<file path="src/rtl/binary_hexadecimal_decoder.sv">
// Streaming 4-to-16 decoder: 4-bit codes are queued in a small FIFO and each
// one is emitted as a registered one-hot word over a valid/ready output.
module binary_hexadecimal_decoder #(
  parameter int DEPTH      = 4,
  parameter int ACTIVE_LOW = 0
) (
  input  logic                       clk,
  input  logic                       rst,
  input  logic                       in_valid,
  output logic                       in_ready,
  input  logic [3:0]                 in_code,
  output logic                       out_valid,
  input  logic                       out_ready,
  output logic [15:0]                out_onehot,
  output logic [$clog2(DEPTH):0]     count
);

  localparam int PW = $clog2(DEPTH);
  localparam int CW = PW + 1;
  localparam logic [CW-1:0] DEPTH_C = CW'(DEPTH);
  localparam logic [15:0] IDLE_WORD = (ACTIVE_LOW != 0) ? 16'hFFFF : 16'h0000;

  // Both ports use valid/ready: a transfer happens on a rising edge where
  // valid and ready are both high; valid never waits on ready, and a held
  // output word stays stable until it is taken.

  logic [3:0]    mem_q [DEPTH];
  logic [3:0]    mem_d [DEPTH];
  logic [PW-1:0] wr_ptr_q, wr_ptr_d;
  logic [PW-1:0] rd_ptr_q, rd_ptr_d;
  logic [CW-1:0] count_q, count_d;
  logic          out_valid_q, out_valid_d;
  logic [15:0]   out_onehot_q, out_onehot_d;

  logic wr_en;
  logic load_en;

  function automatic logic [15:0] decode(input logic [3:0] code);
    logic [15:0] word;
    word = 16'h0001 << code;
    return (ACTIVE_LOW != 0) ? ~word : word;
  endfunction

  // Full is judged from registered count only, so a same-edge pop never frees a slot.
  assign in_ready = !rst && (count_q < DEPTH_C);
  assign wr_en    = in_valid && in_ready;
  assign load_en  = (!out_valid_q || out_ready) && (count_q != '0);

  always_comb begin
    mem_d        = mem_q;
    wr_ptr_d     = wr_ptr_q;
    rd_ptr_d     = rd_ptr_q;
    count_d      = count_q;
    out_valid_d  = out_valid_q;
    out_onehot_d = out_onehot_q;

    if (wr_en) begin
      mem_d[wr_ptr_q] = in_code;
      wr_ptr_d        = wr_ptr_q + PW'(1);
    end

    if (load_en) begin
      out_onehot_d = decode(mem_q[rd_ptr_q]);
      out_valid_d  = 1'b1;
      rd_ptr_d     = rd_ptr_q + PW'(1);
    end else if (out_valid_q && out_ready) begin
      out_valid_d  = 1'b0;
      out_onehot_d = IDLE_WORD;
    end

    case ({wr_en, load_en})
      2'b10:   count_d = count_q + CW'(1);
      2'b01:   count_d = count_q - CW'(1);
      default: count_d = count_q;
    endcase
  end

  always_ff @(posedge clk) begin
    if (rst) begin
      for (int i = 0; i < DEPTH; i++) mem_q[i] <= 4'h0;
      wr_ptr_q     <= '0;
      rd_ptr_q     <= '0;
      count_q      <= '0;
      out_valid_q  <= 1'b0;
      out_onehot_q <= IDLE_WORD;
    end else begin
      mem_q        <= mem_d;
      wr_ptr_q     <= wr_ptr_d;
      rd_ptr_q     <= rd_ptr_d;
      count_q      <= count_d;
      out_valid_q  <= out_valid_d;
      out_onehot_q <= out_onehot_d;
    end
  end

  assign out_valid  = out_valid_q;
  assign out_onehot = out_onehot_q;
  assign count      = count_q;

endmodule

</file>
<file path="config.mk">
export PLATFORM = sky130hd
export DESIGN_NAME = binary_hexadecimal_decoder
export DESIGN_NICKNAME = d
export VERILOG_FILES = /design/src/rtl/binary_hexadecimal_decoder.sv
export SDC_FILE = /design/constraint.sdc
export NUM_CORES = 1
export LEC_CHECK = 0
export ABC_AREA = 0
export BUFFER_PORTS_ARGS = -buffer_cell sky130_fd_sc_hd__buf_2
export CORE_UTILIZATION = 30
export CTS_CLUSTER_DIAMETER = 150
export DETAILED_ROUTE_END_ITERATION = 12
export PLACE_DENSITY = 0.47
export SLEW_MARGIN = 0
export SYNTH_ARGS = -nofsm -noshare
export SYNTH_HDL_FRONTEND = slang
export SYNTH_SLANG_ARGS = --single-unit
</file>
<file path="constraint.sdc">
create_clock -name clk -period 5.7 [get_ports clk]
set_input_delay 1.14 -clock clk [delete_from_list [all_inputs] [get_ports clk]]
set_output_delay 1.14 -clock clk [all_outputs]
set_load 0.02 [all_outputs]
</file>
Word-level counts from Yosys, hierarchy flattened
Cells that the tools add are included.
{"block": "word_totals", "inputBits": 8, "output_inout_bits": 21, "reg_bits": 40, "wordCells": 44}
{"block": "op_classes", "muxes": 11, "bitwise": 2, "n_shift": 1, "order_cmp": 4, "n_addsub": 4, "n_eq_ne": 2, "reduce_logical": 11}
{"operator": "2-to-1 mux 16 bit", "count": 2}
{"operator": "bitwise mux 16 bit", "count": 1}
{"operator": "left shift 1 x 4 -> 16 bit (first input constant)", "count": 1}
{"operator": "2-to-1 mux 4 bit", "count": 3}
{"operator": "binary-select mux 4 bit (select 2 bit)", "count": 1}
{"operator": "demux 4 bit (select 2 bit)", "count": 1}
{"operator": "greater-or-equal comparator 3 bit (second input constant)", "count": 2}
{"operator": "inverter 2 -> 3 bit", "count": 2}
{"operator": "case mux 3 bit (2 select lines)", "count": 1}
{"operator": "logical AND 1 bit", "count": 5}
{"operator": "adder 2 x 1 -> 2 bit (second input constant)", "count": 2}
{"operator": "nonzero test 2 bit", "count": 2}
{"operator": "adder 3 x 1 -> 3 bit (second input constant)", "count": 1}
{"operator": "less-than comparator 3 x 1 -> 1 bit (second input constant)", "count": 1}
{"operator": "less-than comparator 3 bit (second input constant)", "count": 1}
{"operator": "nonzero test 3 bit", "count": 1}
{"operator": "subtractor 3 x 1 -> 3 bit (second input constant)", "count": 1}
{"operator": "== test 2 x 1 -> 1 bit (second input constant)", "count": 1}
{"operator": "== test 2 bit (second input constant)", "count": 1}
{"operator": "logical NOT 1 bit", "count": 2}
{"operator": "2-to-1 mux 1 bit", "count": 2}
{"operator": "logical OR 1 bit", "count": 1}

Logic depth before layout (Yosys ltp)
Gate-level depths: netlist of run 1.
{"block": "logic_depth", "ltp_word": 6, "ltp_mapped": 9, "depth_no_buf": 8}

Least setup slack after synthesis of run 1
No wires, ideal clock.
{"block": "synth_timing", "path_kind": "input to output", "start": "input port rst", "end": "output port in_ready", "path_slack_ns": 2.574, "path_buffers": 3, "arrival_time_ns": 1.986, "required_ns": 4.560, "stages": 4, "cell_sequence": "buf_4 > clkbuf_1 > buf_1 > nor2_1"}
{"block": "synth_via", "elab_chain_len": 2}
{"element": "start: declaration", "line": "8", "rtl": "input logic rst,"}
{"element": "logical NOT 1 bit", "line": "45", "rtl": "assign in_ready = !rst && (count_q < DEPTH_C);"}
{"element": "logical AND 1 bit", "line": "45"}
{"element": "end: declaration", "line": "10", "rtl": "output logic in_ready,"}
Every way passes these cells.

Worst setup path in the final report of run 1
Same ends and word-level chain as after synthesis.

==> results.txt, run 1 <==
total number of yosys warnings = 0
Vias per Instance = 4.82
Core Region = 5610 um^2
Setup Skew = 0.00420 ns
post-CTS sizing = 0
Fin. Hold Viols = 0
clock buffer depth = 2
Synth area leader = dfxtp_1
WL final = 3.47 mm
max cap viols = 0
width of the die = 79.0 um
cells after synthesis = 161
die footprint = 6240 um^2
Sink Count = 40
Post-Syn Nets = 175
vias in the first global route = 1292
worst-margin pin slew = 0.881 ns
count of cell types in the netlist = 36
worst hold-check path type = flop to flop
Top cell by count, worst path = buf_2
Tot Pwr = 0.847 mW
post-DP HPWL = 2.59 mm
sequence of cells on the critical path = buf_2 -> nor2_1 -> buf_2
hold path startpoint = out_onehot[14]$_SDFFE_PP0P_
Post-Synth XOR/XNOR Area = 1.48%
Reg clk slew, reported paths = 0.08 ns
Avg Inst Size Synth = 11.0 um^2
status = complete, no violations
fraction of registers with async set/reset = 0%
post-synthesis sequential area ratio = 45.0%
Setup CP Type = input pin to primary output
ANT cells = 0
global-route wire length before repair = 6.07 mm
largest net degree at the start of global routing = 40
CP Max Fanout = 39
initial antenna violation count = 0
RR Endpoint = count[2]$_SDFFE_PP0P_
Buf+Inv Stages, Crit Path = 2
Final Setup Violations = 0
GPL Wtd Cong = 0.692
number of port buffers = 28
main combinational cell family by area after synthesis = simple AND/OR/NAND/NOR gates
hold buffer count at cts = 0
Die Height = 79.0 um
Tmin final = 3.03 ns
EDFF count, synth = 0
top-count cell post-synth = dfxtp_1
clock root buffer = clkbuf_8
CP arrival = 1.89 ns
r2r worst-path depth = 8
Max IR drop VDD = 134 uV
Synth top area share = 45.0%
Synth Area in Compound Gates = 11.2%
CTS buffer count = 5
Main synth FF type = dfxtp_1
crit start category = input pin
RSZ-0062 raised after global routing = no
Post-Layout Cell Count = 260
cell family with most CP delay = buffers and inverters
reg-to-reg setup timing slack = 3.41 ns
Starting Density = 31.7%
GR Overflow Total = 0
# rows = 27
slew margin rel. = 41.2%
clk_lat worst skew = 0.29 ns
Worst R2R Start = count[2]$_SDFFE_PP0P_
Yosys reg bits = 40
mapped cell area = 1780 um^2
Lkg Pwr = 0.793 nW
DP Worst Slack = 2.43 ns
required time of the critical path = 4.56 ns
layout overhead on the synthesized area = 15.5%
final worst slack = 2.67 ns
Ports = 29
Post-Synth Adder-Cell Area = 4.64%
worst hold stages = 1
proportion of layout cells with a drive suffix above 1 = 26.6%
Inst Count DP = 253
final net count = 202
Slew Viols, Final = 0
CTS tree = done
multiplexer area fraction after synthesis = 14.1%
commonest cells in the netlist = dfxtp_1, nor2_1, mux2i_1
initial DRC count = 48
Post-CTS Setup Bufs = 0
hold path endpoint = out_onehot[14]$_SDFFE_PP0P_
DRC Markers = 0
Worst path max stage delay = 0.50 ns
power density over the cells = 412 nW/um^2
1st-pass router iterations = 4
setup TNS = 0 ns
fmax = 330 MHz
CP max stage cell = buf_2
DR WL/cell = 13.4 um
htree depth = 2
total number of vias = 1252
crit path from = rst
simple-gate share of the synthesized area = 18.4%
CP endpoint kind = primary output
All-Layer GR Usage = 12.6%
final core occ = 36.6%
synth top area cells = dfxtp_1, mux2i_1, a22o_1
post-route ant nets = 0
period utilisation layout = 53.2%
[worst max-delay path by stage]
stage | to | cells past startpoint
final | in_ready | 3
after global routing | count[2]$_SDFFE_PP0P_ | 9
after CTS | in_ready | 3
after detailed placement | count[2]$_SDFFE_PP0P_ | 9
after global placement | count[2]$_SDFFE_PP0P_ | 9
after floorplan | in_ready | 4
[cell families after synthesis]
kind of cell / after synthesis
muxes: 20
and+or+nand+nor: 47
xor gates and xnor gates: 3
buffers and inverters: 19
adders and majority gates: 6
AOI/OAI and AO/OA: 26
DFF: 40
[power by group]
group / internal [mW] / switching [mW]
combinational: 0.129 / 0.182
clock: 0.0828 / 0.0951
sequential: 0.312 / 0.0457
[per-stage QoR]
stage / hold WS (ns) / instance area (um^2)
floorplan: 0.455 / 1780
global placement: 0.450 / 1970
detailed placement: 0.452 / 1970
CTS: 0.475 / 2050
global route: 0.488 / 2050
finish: 0.470 / 2050
[routing by layer]
layer  up-vias  track usage, %  wire [um]
met2        24            21.8       1660
met5         -               0          0
li1        627               -          -
met1       596            15.0       1620
met3         5            4.14        156
met4         0            3.27         38
[sequential cells by signal (all words and copies together), names as in the netlist]
register,count
out_valid,1
count,3
rd_ptr_q,2
out_onehot,16
wr_ptr_q,2
mem_q,16
[area by class of cell]
class                   count  area [um^2]
fillers                   582         3550
inverters                   7         26.3
multi-input cells         102          885
repair buffers             32          170
flip-flops and latches     40          801
clock inverters             2         12.5
well taps                  72         90.1
clock buffers               5         68.8
[placed cells by master, fill, tap and decap left out, drive strengths merged, types with 3 or more instances in the layout]
cell	n
dfxtp	40
buf	32
nor2	22
mux2i	16
a22o	12
inv	7
a21oi	6
ha	5
clkbuf	5
mux4	4
nor4bb	4
o2bb2ai	4
nor3b	3
or3	3
Note: power is estimated with default switching activity, not from simulation.
==> inputs of run 2 (changes only) <==
--- a/config.mk
+++ b/config.mk
@@ -5,7 +5,7 @@
 export SDC_FILE = /design/constraint.sdc
 export NUM_CORES = 1
 export LEC_CHECK = 0
-export ABC_AREA = 0
+export ABC_AREA = 1
 export BUFFER_PORTS_ARGS = -buffer_cell sky130_fd_sc_hd__buf_2
 export CORE_UTILIZATION = 30
 export CTS_CLUSTER_DIAMETER = 150
==> constraint.sdc (replaced) <==
create_clock -name clk -period 3 [get_ports clk]
set_input_delay 0.6 -clock clk [delete_from_list [all_inputs] [get_ports clk]]
set_output_delay 0.6 -clock clk [all_outputs]
set_load 0.02 [all_outputs]
==> run 2 against run 1 <==
Net effect:
- critical path depth rose by 6
- wire length up 27%
- register-to-register slack got worse by 2.4 ns
- clock skew up 0.0046 ns
- setup slack worse by 1.6 ns
- hold slack worse by 0.0054 ns
- total power up 87%
- critical path type is now flop to flop
- critical endpoint is now count[2]$_SDFFE_PP0P_
- largest cell class unchanged
- highest routed layer unchanged
==> results.txt, run 2 <==
Fin. Hold Viols = 0 (unchanged)
CTS buffer count = 5 (unchanged)
hold buffer count at cts = 0 (unchanged)
proportion of layout cells with a drive suffix above 1 = 18.5% (-8.1 points)
Worst R2R Start = count[2]$_SDFFE_PP0P_
Die Height = 79.9 um (+1.1%)
post-route ant nets = 0 (unchanged)
hold path startpoint = out_onehot[6]$_SDFFE_PP0P_
crit path from = count[2]$_SDFFE_PP0P_
crit start category = flop
Max IR drop VDD = 564 uV (+320%)
GR Overflow Total = 0 (unchanged)
width of the die = 79.9 um (+1.1%)
final net count = 289 (+43%)
clock root buffer = clkbuf_8
Main synth FF type = dfxtp_1
count of cell types in the netlist = 22 (-39%)
1st-pass router iterations = 6 (+2)
initial DRC count = 76 (+58%)
largest net degree at the start of global routing = 33 (-18%)
DR WL/cell = 12.7 um (-5.1%)
Synth top area share = 44.0% (-1.0 points)
Ports = 29 (unchanged)
clock buffer depth = 2 (unchanged)
CTS tree = done
Lkg Pwr = 0.864 nW (+8.9%)
Starting Density = 32.1% (+0.35 points)
top-count cell post-synth = nand2_1
worst-margin pin slew = 0.447 ns (-0.434 ns)
clk_lat worst skew = 0.30 ns (about the same)
fmax = 515 MHz
CP endpoint kind = flop
post-DP HPWL = 3.08 mm (+19%)
power density over the cells = 759 nW/um^2 (+84%)
mapped cell area = 1820 um^2 (+2.3%)
Post-CTS Setup Bufs = 0 (unchanged)
vias in the first global route = 1614 (+25%)
WL final = 4.40 mm (+27%)
global-route wire length before repair = 7.50 mm (+24%)
fraction of registers with async set/reset = 0% (unchanged)
CP arrival = 2.11 ns (+0.22 ns)
initial antenna violation count = 0 (unchanged)
die footprint = 6380 um^2 (+2.3%)
total number of yosys warnings = 0 (unchanged)
post-synthesis sequential area ratio = 44.0% (-1.0 points)
Worst path max stage delay = 0.45 ns (-0.05 ns)
EDFF count, synth = 0 (unchanged)
worst hold-check path type = flop to flop
# rows = 27 (unchanged)
Reg clk slew, reported paths = 0.08 ns (about the same)
Inst Count DP = 340 (+34%)
synth top area cells = dfxtp_1, nand2_1, a21oi_1
commonest cells in the netlist = nand2_1, dfxtp_1, a21oi_1
Synth area leader = dfxtp_1
layout overhead on the synthesized area = 14.7%
Avg Inst Size Synth = 7.37 um^2 (-33%)
status = complete, no violations
htree depth = 2 (unchanged)
commonest non-fill, non-tap cells in the layout = nand2_1, dfxtp_1, a21oi_1, nand3_1, buf_2
total number of vias = 1653 (+32%)
All-Layer GR Usage = 15.3% (+2.7 points)
Slew Viols, Final = 0 (unchanged)
DRC Markers = 0 (unchanged)
max cap viols = 0 (unchanged)
CP Max Fanout = 4 (-90%)
post-CTS sizing = 0 (unchanged)
Post-Layout Cell Count = 347 (+33%)
GPL Wtd Cong = 0.713 (+3.0%)
cells after synthesis = 247 (+53%)
Vias per Instance = 4.76 (-1.1%)
sequence of cells on the critical path = nor2_2 -> a21oi_2 -> ha_1 -> inv_1 -> fa_1 -> a21oi_1 -> o21ai_0 -> xor2_1 -> nor2_1
Tmin final = 1.94 ns
setup TNS = 0 ns (unchanged)
required time of the critical path = 3.17 ns (-1.39 ns)
Filler cells = 626 (+7.6%)
Setup Skew = 0.00879 ns (+0.00459 ns)
Post-Syn Nets = 261 (+49%)
ANT cells = 0 (unchanged)
commonest non-fill, non-tap cell in the layout = nand2_1
slew margin rel. = 70.2% (+29 points)
period utilisation layout = 64.7%
Final Setup Violations = 0 (unchanged)
Setup CP Type = flop to flop
Sink Count = 40 (unchanged)
RSZ-0062 raised after global routing = no
Core Region = 5680 um^2 (+1.2%)
Yosys reg bits = 40 (unchanged)
number of port buffers = 28 (unchanged)
CP max stage cell = dfxtp_1
[run 2: worst max-delay path: cells and delay by family (launching register included)]
kind	cells	cell delay, ns
compound gates	3	0.49
xor+xnor	1	0.14
fa+ha+maj	2	0.56
buf+inv	1	0.07
flops	1	0.45
simple gates	2	0.12
[run 2: where the power goes]
group          internal (mW)  switching [mW]  total [mW]
Clock                  0.158           0.199       0.357
Sequential             0.590          0.0684       0.658
Combinational          0.173           0.397       0.569
[run 2: layout make-up]
| cell class | instances | area (um^2) | area share (%) |
|---|---|---|---|
| Clock buffer | 5 | 68.8 | 3.30 |
| Clock inverter | 2 | 12.5 | 0.600 |
| Inverter | 15 | 56.3 | 2.70 |
| Multi-Input combinational cell | 184 | 911 | 43.6 |
| Sequential cell | 40 | 801 | 38.4 |
| Tap cell | 72 | 90.1 | 4.32 |
| Timing Repair Buffer | 29 | 148 | 7.07 |
[run 2: logic make-up after synthesis]
group / count (synthesis) / synth area share (%)
fa+ha+maj: 6 / 4.54
buf+inv: 23 / 5.91
compound gates: 51 / 15.3
xor+xnor: 1 / 0.482
simple gates: 126 / 29.8
flops: 40 / 44.0
[run 2: metal layers]
| metal | vias to the layer above | share of wire, % | global-route usage (%) |
|---|---|---|---|
| met5 | - | 0 | 0 |
| met4 | 0 | 1.3 | 6.07 |
| met3 | 7 | 3.1 | 3.20 |
| met2 | 29 | 45 | 24.9 |
| met1 | 752 | 51 | 19.7 |
| li1 | 865 | - | - |
[run 2: path summary, 6_finish.rpt]
path                            slack, ns                         end  depth (start not counted)
worst max-delay path                 1.06       count[2]$_SDFFE_PP0P_                          9
worst min-delay path                 0.46  out_onehot[6]$_SDFFE_PP0P_                          2
worst max register to register       1.06       count[2]$_SDFFE_PP0P_                          9
worst min register to register       0.46  out_onehot[6]$_SDFFE_PP0P_                          2
[run 2: stage by stage]
| stage | power, mW | cell area (um^2) | setup slack [ns] | hold WS [ns] | utilization (%) |
|---|---|---|---|---|---|
| after floorplan | 1.12 | 1820 | 0.982 | 0.441 | - |
| after global placement | 1.25 | 2010 | 0.830 | 0.449 | 35.3 |
| after detailed placement | 1.24 | 2010 | 0.798 | 0.455 | 35.3 |
| after CTS | 1.60 | 2090 | 1.05 | 0.468 | 36.8 |
| after global routing | 1.70 | 2090 | 0.883 | 0.482 | 36.8 |
| final | 1.58 | 2090 | 1.06 | 0.465 | 36.8 |
